<file path="src/rtl/sprite_line_renderer.sv">
// Sprite line renderer. While one line is displayed from the front bank, the
// next line is prepared in the back bank: the sprite table is scanned for
// sprites crossing line_y, then their tile rows are fetched. line_start swaps
// the banks and starts the next preparation.

module sprite_slot_pixel #(
  parameter int TILE_W = 8
) (
  input  logic              vld,
  input  logic [7:0]        x,
  input  logic [TILE_W-1:0] hi,
  input  logic [TILE_W-1:0] lo,
  input  logic [7:0]        pix_x,
  output logic [1:0]        code
);
  logic [8:0]        off;
  logic              cov;
  logic [TILE_W-1:0] hs, ls;

  // One slot's colour code at pix_x; 00 when the slot does not cover it.
  // Shifting left by the offset brings the addressed pixel to the MSB.
  always_comb begin
    off  = {1'b0, pix_x} - {1'b0, x};
    cov  = vld && !off[8] && (off < 9'(TILE_W));
    hs   = hi << off[7:0];
    ls   = lo << off[7:0];
    code = cov ? {hs[TILE_W-1], ls[TILE_W-1]} : 2'b00;
  end
endmodule

module sprite_line_renderer #(
  parameter int SPRITE_NUM = 64,
  parameter int LINE_SLOTS = 8,
  parameter int TILE_W     = 8,
  parameter int TILE_H     = 8
) (
  input  logic                            clk,
  input  logic                            rst,
  input  logic                            line_start,
  input  logic [7:0]                      line_y,
  output logic [$clog2(SPRITE_NUM)-1:0]   spr_addr,
  input  logic [31:0]                     spr_data,
  output logic [8+$clog2(TILE_H)-1:0]     tile_addr,
  input  logic [2*TILE_W-1:0]             tile_data,
  input  logic [7:0]                      pix_x,
  output logic                            pix_hit,
  output logic [1:0]                      pix_pal,
  output logic [1:0]                      pix_code,
  output logic                            line_ready,
  output logic                            overflow,
  output logic                            late
);
  localparam int AW = $clog2(SPRITE_NUM);
  localparam int RW = $clog2(TILE_H);
  localparam int SW = (LINE_SLOTS > 1) ? $clog2(LINE_SLOTS) : 1;
  localparam int NW = SW + 1;   // slot count 0..LINE_SLOTS
  localparam int CW = AW + 1;   // scan count 0..SPRITE_NUM

  typedef enum logic [1:0] {IDLE, SCAN, FETCH, DONE} state_t;

  // sprite found during SCAN, waiting for its tile row
  typedef struct packed {
    logic [7:0]    x;
    logic [1:0]    pal;
    logic [7:0]    tile;
    logic [RW-1:0] row;
    logic          hflip;
  } hit_t;

  // fully fetched display slot
  typedef struct packed {
    logic              vld;
    logic [7:0]        x;
    logic [1:0]        pal;
    logic [TILE_W-1:0] hi;
    logic [TILE_W-1:0] lo;
  } slot_t;

  state_t        state, nstate;
  logic [CW-1:0] cnt;
  logic [NW-1:0] nhit, nhit_nxt, fcnt, cap;
  logic [SW-1:0] fidx, cidx;
  logic [7:0]    ly;
  logic          front;
  hit_t          hits [LINE_SLOTS];
  slot_t         bank [2][LINE_SLOTS];

  logic [8:0]        dy;
  logic              s_hit, s_room;
  logic [RW-1:0]     s_row;
  logic [TILE_W-1:0] cap_hi, cap_lo;
  logic              unused_bits;

  function automatic logic [TILE_W-1:0] rev(input logic [TILE_W-1:0] v);
    for (int i = 0; i < TILE_W; i++) rev[i] = v[TILE_W-1-i];
  endfunction

  // Evaluate the sprite entry returned for the address issued last cycle.
  always_comb begin
    dy       = {1'b0, ly} - {1'b0, spr_data[23:16]};
    s_hit    = (state == SCAN) && (cnt != '0) && !dy[8] && (dy < 9'(TILE_H));
    s_row    = spr_data[6] ? ~dy[RW-1:0] : dy[RW-1:0];
    s_room   = (nhit < NW'(LINE_SLOTS));
    nhit_nxt = nhit + NW'(s_hit && s_room);
  end

  // Memory addresses and the tile row being captured this cycle.
  always_comb begin
    cap       = fcnt - NW'(1);
    fidx      = fcnt[SW-1:0];
    cidx      = cap[SW-1:0];
    spr_addr  = (state == SCAN) ? cnt[AW-1:0] : '0;
    tile_addr = (state == FETCH && fcnt != nhit) ? {hits[fidx].tile, hits[fidx].row} : '0;
    cap_hi    = hits[cidx].hflip ? rev(tile_data[2*TILE_W-1:TILE_W]) : tile_data[2*TILE_W-1:TILE_W];
    cap_lo    = hits[cidx].hflip ? rev(tile_data[TILE_W-1:0]) : tile_data[TILE_W-1:0];
  end

  assign unused_bits = ^{spr_data[3:0], cap[NW-1:SW]};
  assign line_ready  = (state == DONE);

  // State register.
  always_ff @(posedge clk) begin
    if (rst) state <= IDLE;
    else     state <= nstate;
  end

  // Next state: line_start always restarts the scan.
  always_comb begin
    nstate = state;
    if (line_start) nstate = SCAN;
    else begin
      case (state)
        SCAN:    if (cnt == CW'(SPRITE_NUM)) nstate = (nhit_nxt == '0) ? DONE : FETCH;
        FETCH:   if (fcnt == nhit) nstate = DONE;
        default: ;
      endcase
    end
  end

  // Scan/fetch counters, hit list, bank swap and back-bank fill.
  always_ff @(posedge clk) begin
    if (rst) begin
      cnt      <= '0;
      nhit     <= '0;
      fcnt     <= '0;
      ly       <= '0;
      front    <= 1'b0;
      overflow <= 1'b0;
      late     <= 1'b0;
      for (int b = 0; b < 2; b++)
        for (int i = 0; i < LINE_SLOTS; i++) bank[b][i].vld <= 1'b0;
    end else begin
      late <= line_start && (state != DONE);
      if (line_start) begin
        // old front becomes the back bank; slots unfetched at swap time
        // were cleared here one line earlier, so they show as invalid
        front <= ~front;
        for (int i = 0; i < LINE_SLOTS; i++) bank[front][i].vld <= 1'b0;
        overflow <= 1'b0;
        cnt      <= '0;
        nhit     <= '0;
        fcnt     <= '0;
        ly       <= line_y;
      end else if (state == SCAN) begin
        if (cnt != CW'(SPRITE_NUM)) cnt <= cnt + CW'(1);
        if (s_hit) begin
          if (s_room)
            hits[nhit[SW-1:0]] <= '{x: spr_data[31:24], pal: spr_data[5:4],
                                    tile: spr_data[15:8], row: s_row, hflip: spr_data[7]};
          else
            overflow <= 1'b1;
          nhit <= nhit_nxt;
        end
      end else if (state == FETCH) begin
        if (fcnt != '0)
          bank[~front][cidx] <= '{vld: 1'b1, x: hits[cidx].x, pal: hits[cidx].pal,
                                  hi: cap_hi, lo: cap_lo};
        if (fcnt != nhit) fcnt <= fcnt + NW'(1);
      end
    end
  end

  // Per-slot pixel lookup on the front bank.
  logic [LINE_SLOTS-1:0][1:0] slot_code;

  for (genvar g = 0; g < LINE_SLOTS; g++) begin : g_slot
    sprite_slot_pixel #(.TILE_W(TILE_W)) u_pix (
      .vld   (bank[front][g].vld),
      .x     (bank[front][g].x),
      .hi    (bank[front][g].hi),
      .lo    (bank[front][g].lo),
      .pix_x (pix_x),
      .code  (slot_code[g])
    );
  end

  logic       win;
  logic [1:0] win_pal, win_code;

  // Lowest-numbered opaque slot wins; scan downward so it overrides.
  always_comb begin
    win      = 1'b0;
    win_pal  = 2'b00;
    win_code = 2'b00;
    for (int i = LINE_SLOTS - 1; i >= 0; i--) begin
      if (slot_code[i] != 2'b00) begin
        win      = 1'b1;
        win_pal  = bank[front][i].pal;
        win_code = slot_code[i];
      end
    end
  end

  // Registered pixel outputs.
  always_ff @(posedge clk) begin
    if (rst) begin
      pix_hit  <= 1'b0;
      pix_pal  <= 2'b00;
      pix_code <= 2'b00;
    end else begin
      pix_hit  <= win;
      pix_pal  <= win_pal;
      pix_code <= win_code;
    end
  end
endmodule

</file>
<file path="config.mk">
export PLATFORM = sky130hd
export DESIGN_NAME = sprite_line_renderer
export DESIGN_NICKNAME = d
export VERILOG_FILES = /design/src/rtl/sprite_line_renderer.sv
export SDC_FILE = /design/constraint.sdc
export NUM_CORES = 1
export LEC_CHECK = 0
export CAP_MARGIN = 20
export CORE_MARGIN = 3
export CORE_UTILIZATION = 45
export CTS_CLUSTER_SIZE = 20
export DETAILED_ROUTE_END_ITERATION = 8
export SETUP_SLACK_MARGIN = 0.5
export SYNTH_ARGS = -nofsm -noshare
export SYNTH_HDL_FRONTEND = slang
export SYNTH_SLANG_ARGS = --single-unit
</file>
<file path="constraint.sdc">
create_clock -name clk -period 8.3 [get_ports clk]
set_input_delay 0.83 -clock clk [delete_from_list [all_inputs] [get_ports clk]]
set_output_delay 0.83 -clock clk [all_outputs]
set_load 0.005 [all_outputs]
</file>
# Yosys cells after proc, flatten, opt, wreduce, memory -nomap -nowiden

Memory sizes are Yosys's and may differ from the RTL's. A register that Yosys moved wholly into a read port is not among the register bits.
Index checks and enable logic that the tools add are counted.
Widths: inputs -> output; s select.

Register bits after elaboration: 33
Latch bits: 0
RAM bits: 608
Bits in read-only memories: 0
Input port bits: 67
Output and inout port bits: 25
Word-level logic and storage cells: 197
Memories kept: 2

Add/subtract/negate cells: 13
Multipliers: 0
Divide/modulo/power cells: 0
Order comparisons: 12
Eq/ne operators: 12
Shifts and indexed selects: 16
Mux-type cells: 71
Bitwise gates (word level): 5
Reductions and logical operators: 54

Memory list:

| name | words | width | read ports | clocked after Yosys merged registers in | write ports | line | source |
|---|---|---|---|---|---|---|---|
| bank | 2     | 216   | 1          | 1                                       | 2           | 86   | `slot_t bank [2][LINE_SLOTS];` |
| hits | 8     | 22    | 2          | 1                                       | 1           | 85   | `hit_t hits [LINE_SLOTS];` |

Operators by type and width:

| kind                | number |
|---|---|
| $mux 216            | 4 |
| $reduce_or 216->1   | 2 |
| $shl 8x8->8         | 16 |
| $demux 27 s3        | 1 |
| $lt 9x4->1 const B  | 9 |
| $sub 8x8->9         | 9 |
| $mux 2              | 27 |
| $mux 1              | 30 |
| $mux 27             | 1 |
| $logic_and 1x1->1   | 23 |
| $reduce_bool 2->1   | 9 |
| $mux 8              | 2 |
| $reduce_and 3->1    | 4 |
| $mux 11             | 1 |
| $logic_not 1->1     | 9 |
| $mux 3              | 3 |
| $add 7x1->7 const B | 1 |
| $eq 7x7->1 const B  | 1 |
| $ne 7x7->1 const B  | 1 |
| $reduce_bool 7->1   | 1 |
| $mux 6              | 1 |
| $ne 2x2->1 const B  | 3 |
| $ne 3x3->1 const B  | 2 |
| $add 4x1->4         | 1 |
| other kinds (18)    | 22 |

# Logic depth before layout (Yosys ltp)

Depth after elaboration: 14
Mapped depth: 22
Depth with buffers taken out: 22

# Modules after synthesis

Synthesis repeated with hierarchy kept, for this count alone.

Cell total of the unflattened synthesis: 1,954
Area, all modules: 29,678.5 sq um

By module, submodules not included:

| module               | instances | cells an instance | area an instance (sq um) | sequential area each (sq um) |
|---|---|---|---|---|
| sprite_line_renderer | 1         | 1,426             | 25,234.2                 | 18,998.2 |
| sprite_slot_pixel    | 8         | 66                | 555.5                    | 0.0 |

# Worst setup path after synthesis

No wires, ideal clock.

Path kind: input -> register
Start point: input spr_data[16]
End point: memory hits[0][0] (netlist name), enable pin
Library setup time: 0.457 ns
Data arrival time: 5.022 ns
Data required time: 7.843 ns
Slack: 2.821 ns
Stages on the path: 11
Cell sequence: ha_1 -> inv_1 -> fa_1 -> a21o_1 -> a21oi_1 -> nor2b_1 -> nor2_1 -> o221ai_1 -> a221oi_2 -> nand2_1 -> nor4_1

Longest elaborated chain between the ends: 9
Elaborated cells between the ends (all ways): 10
Classes of those cells: add/sub (1); order compare (1); mux (5); reduce/logical (3)

Ends and longest elaborated chain:

| element                                            | line | source |
|---|---|---|
| from (decl)                                        | 42   | `input logic [31:0] spr_data,` |
| $sub 8x8->9 *                                      | 100  | `dy = {1'b0, ly} - {1'b0, spr_data[23:16]};` |
| branches (longest 2 deep; another with $lt 9x4->1) | -    |  |
| $logic_and 1x1->1 *                                | 101  | `s_hit = (state == SCAN) && (cnt != '0) && !dy[8] && (dy < 9'(TILE_H));` |
| $mux 1 *                                           | 166  | `if (s_hit) begin` |
| $mux 1 *                                           | 164  | `end else if (state == SCAN) begin` |
| $mux 1 *                                           | 154  | `if (line_start) begin` |
| $mux 1 *                                           | 142  | `if (rst) begin` |
| $mux 1 (implied by the code) *                     | 168  | `hits[nhit[SW-1:0]] <= '{x: spr_data[31:24], pal: spr_data[5:4],` |
| to (decl)                                          | 85   |  |

Every way passes the cells marked *.

==> impl_results.md <==
- Outcome: finished, final reports clean
- Filler instances: 5,057
- Clock Tree Root: clkbuf_16
- Top-Level Pins: just over 90
- Gate power share: 0.046
- Routed wire length per instance: 23.0 um
- Post-Syn Area per Cell: approximately 16 um2
- Clock tree sinks: about 650
- ANT nets after route: 0
- H-tree levels: 3
- Final setup viols: 0
- Final wirelength: 63,400 um
- Post-DP Area: 30,500 um2
- Post-route setup TNS: 0 ps
- GPL Wtd Cong: approximately 0.86
- PwrDens: 209 nW/um2
- Yosys reg bits: 645
- CTS tree: done
- Synth Warn #: 0
- Clk pwr share: 0.435
- Synth async-reset ratio: 0
- RSZ-0062 raised after global routing: false
- Sequential cell area: between 15,000 and 20,000 um2
- Vias in the first global route: about 16,000
- Drt pass-1 iters: 5
- Type of the worst setup path: input port to flip-flop
- Clock latency at the later pin of the worst-skew pair: 610 ps
- Non-Filler Instances: 2,760
- Post-layout util: 0.528
- Mapped Cells: around 1,700
- Floorplan row count: 91
- Layout cells sized above 1: 0.168
- Syn nets: 1,884
- CP most frequent cell: buf_4
- CP arrival: 5460 ps
- P_leak: between 10 and 15 nW
- Post-synth EDFFs: 608
- CP required: 8570 ps
- Hold Crit Class: flip-flop to flip-flop
- Crit start category: input port
- Pin count of the biggest net entering global routing: 50
- Crit path max-delay family: simple AND/OR/NAND/NOR gates
- Final non-filler cell area: 32,700 um2
- Critical Path Max Stage Delay: 810 ps
- Hold_ws: 496 ps
- Area of the multi-input gates: 8950 um2
- Fmax: 193 MHz
- Synth Cell Area: 28,300 um2
- Maxcap violations: 0
- Grt ovf: 0
- Die ar.: 65,900 um2
- CTS clk-pin slew, worst paths: ~60 ps
- Post-CTS Hold Buffers: 0
- CTS Buffer Depth: 3
- Placed Instances: 2,640
- Net switching fraction of the power: 0.209
- Post-DR vias/cell: 5.66
- CP max FO: 31
- Final period util: 0.625
- DRC violations left: 0
- Post-layout total power: 6.84 mW
- Worst slew margin: 0.335
- First-pass GRT wire length: 96,100 um
- Sw Pwr: ~1.4 mW
- Final worst path period need: 5190 ps
- Critical path's slowest cell: or2_1
- Actual slew at the worst max-slew pin: 996 ps
- Setup bufs post-CTS: 0
- HPWL Detailed: 40,700 um
- Max IR drop VDD: 0.000165 V
- Drt first-iter violations: 1,055
- Cts bufs inserted: 69
- Synth Flop Type: edfxtp_1
- Hold Fails Final Rpt: 0
- Distinct cells, synth: 75
- GRT Total Usage: 0.192
- Critical path, cell by cell: clkdlybuf4s50_1 > buf_4 > or2_1 > nor3_1 > o21ai_2 > buf_4 > clkinv_1 > nand2_1 > o21ai_1 > nand2b_1 > nor3_2 > buf_4
- Initial core utilization: 0.457
- Sequential share of the synthesized area: 0.672
- Vias: 15,600
- WP buf/inv: 5
- Pint: 5.42 mW
- Reg power frac: 0.519
- Die Wd: 257 um
- Core area: slightly above 60,000 um2
- Initial antenna violation count: 0
- Port bufs: 87
- Dpl ws: 2420 ps
- Clk_skew: 25.1 ps
- Die Y: 257 um
- Fin. max-slew vios: 0
- # nets final: 2,033
- Final worst setup slack: 3110 ps
- Layout area overhead: 15.6%
- Post-cts resize count: 0
- Critical Path End Type: flip-flop
[sequential cells by signal, summed over array words and instances (netlist names), named ones only]
| name | cells |
|---|---|
| nhit | 4 |
| state | 2 |
| pix_code | 2 |
| overflow | 1 |
| pix_pal | 2 |
| front | 1 |
| fcnt | 4 |
| bank | 432 |
| pix_hit | 1 |
| late | 1 |
| cnt | 7 |
| hits | 176 |
| ly | 8 |
[layout make-up]
class | instances | share of cell area
antenna | 1 | 0.0000766
clock buffer | 89 | 0.0554
clock inverter | 28 | 0.0112
inverter | 47 | 0.00540
multi-input combinational | 966 | 0.274
sequential | 645 | 0.581
tap | 837 | 0.0320
timing repair buffer | 147 | 0.0408
[cells in the final DEF (no fill, tap or decap), types with 35 or more instances in the layout]
cell type,Yosys,final
a21oi_1,64,64
buf_4,0,56
clkbuf_16,0,69
clkdlybuf4s50_1,0,87
dfxtp_1,37,35
edfxtp_1,608,608
ha_1,81,81
inv_1,44,44
mux2i_1,139,138
mux4_2,101,101
nand2_1,57,57
nor2_1,138,120
[cells by family (layout without fill, tap and decap cells)]
family,Yosys count,count (layout),share of synthesized area
flip-flops,645,645,0.672
AND/OR/NAND/NOR,364,364,0.0631
multiplexers,262,262,0.142
AO/OA/AOI/OAI,214,214,0.0520
buffers and inverters,116,311,0.0182
adder cells (fa/ha/maj),90,90,0.0422
XOR/XNOR,36,36,0.0111
other,0,1,0
[tightest hold or removal path: stages (launching register included)]
cell     delay [ps]
dfxtp_1         340
a41oi_1          50
nor2_1           70
[layer usage]
metal | vias to the layer above | share of wire | routed length [um] | global-route usage
li1 | 7127 | - | - | -
met1 | 7998 | 0.43 | 27000 | 0.253
met2 | 411 | 0.51 | 32000 | 0.331
met3 | 91 | 0.047 | 2980 | 0.0314
met4 | 0 | 0.022 | 1400 | 0.0559
met5 | - | 0 | 0 | 0
[power groups by stage]
stage / sequential [mW] / combinational (mW) / clock, mW
finish: 3.55 / 0.314 / 2.98
global placement: 3.62 / 0.307 / 0
global route: 3.55 / 0.344 / 3.17
CTS: 3.55 / 0.317 / 3.05
floorplan: 3.61 / 0.224 / 0
detailed placement: 3.62 / 0.315 / 0
[cell usage after synthesis (all sizes together), types with 11 or more instances]
library cell | n | share of area
nor2 | 138 | 0.018
inv | 44 | 0.0058
nand2b | 19 | 0.0042
dfxtp | 37 | 0.026
ha | 81 | 0.036
o21bai | 11 | 0.0029
o21ai | 26 | 0.0046
a21oi | 64 | 0.011
a31oi | 15 | 0.0033
nand3 | 17 | 0.0030
mux2 | 16 | 0.0064
mux4 | 107 | 0.086
edfxtp | 608 | 0.65
nor3 | 31 | 0.0055
mux2i | 139 | 0.049
clkbuf | 46 | 0.0061
nor4 | 18 | 0.0040
buf | 23 | 0.0059
nor2b | 23 | 0.0051
and2 | 13 | 0.0029
nand2 | 57 | 0.0076
xor2 | 24 | 0.0074
a211oi | 15 | 0.0040
xnor2 | 12 | 0.0037
[worst paths after layout]
| check | endpoint | depth (start not counted) | from | slack, ps |
|---|---|---|---|---|
| min | overflow | 2 | overflow | 500 |
| max reg2reg | pix_code[0] | 11 | flip-flop | 3360 |
| max | bank[1][12] | 12 | rst | 3110 |
| min reg2reg | overflow | 2 | overflow | 500 |
Note: power is estimated with default switching activity, not from simulation.
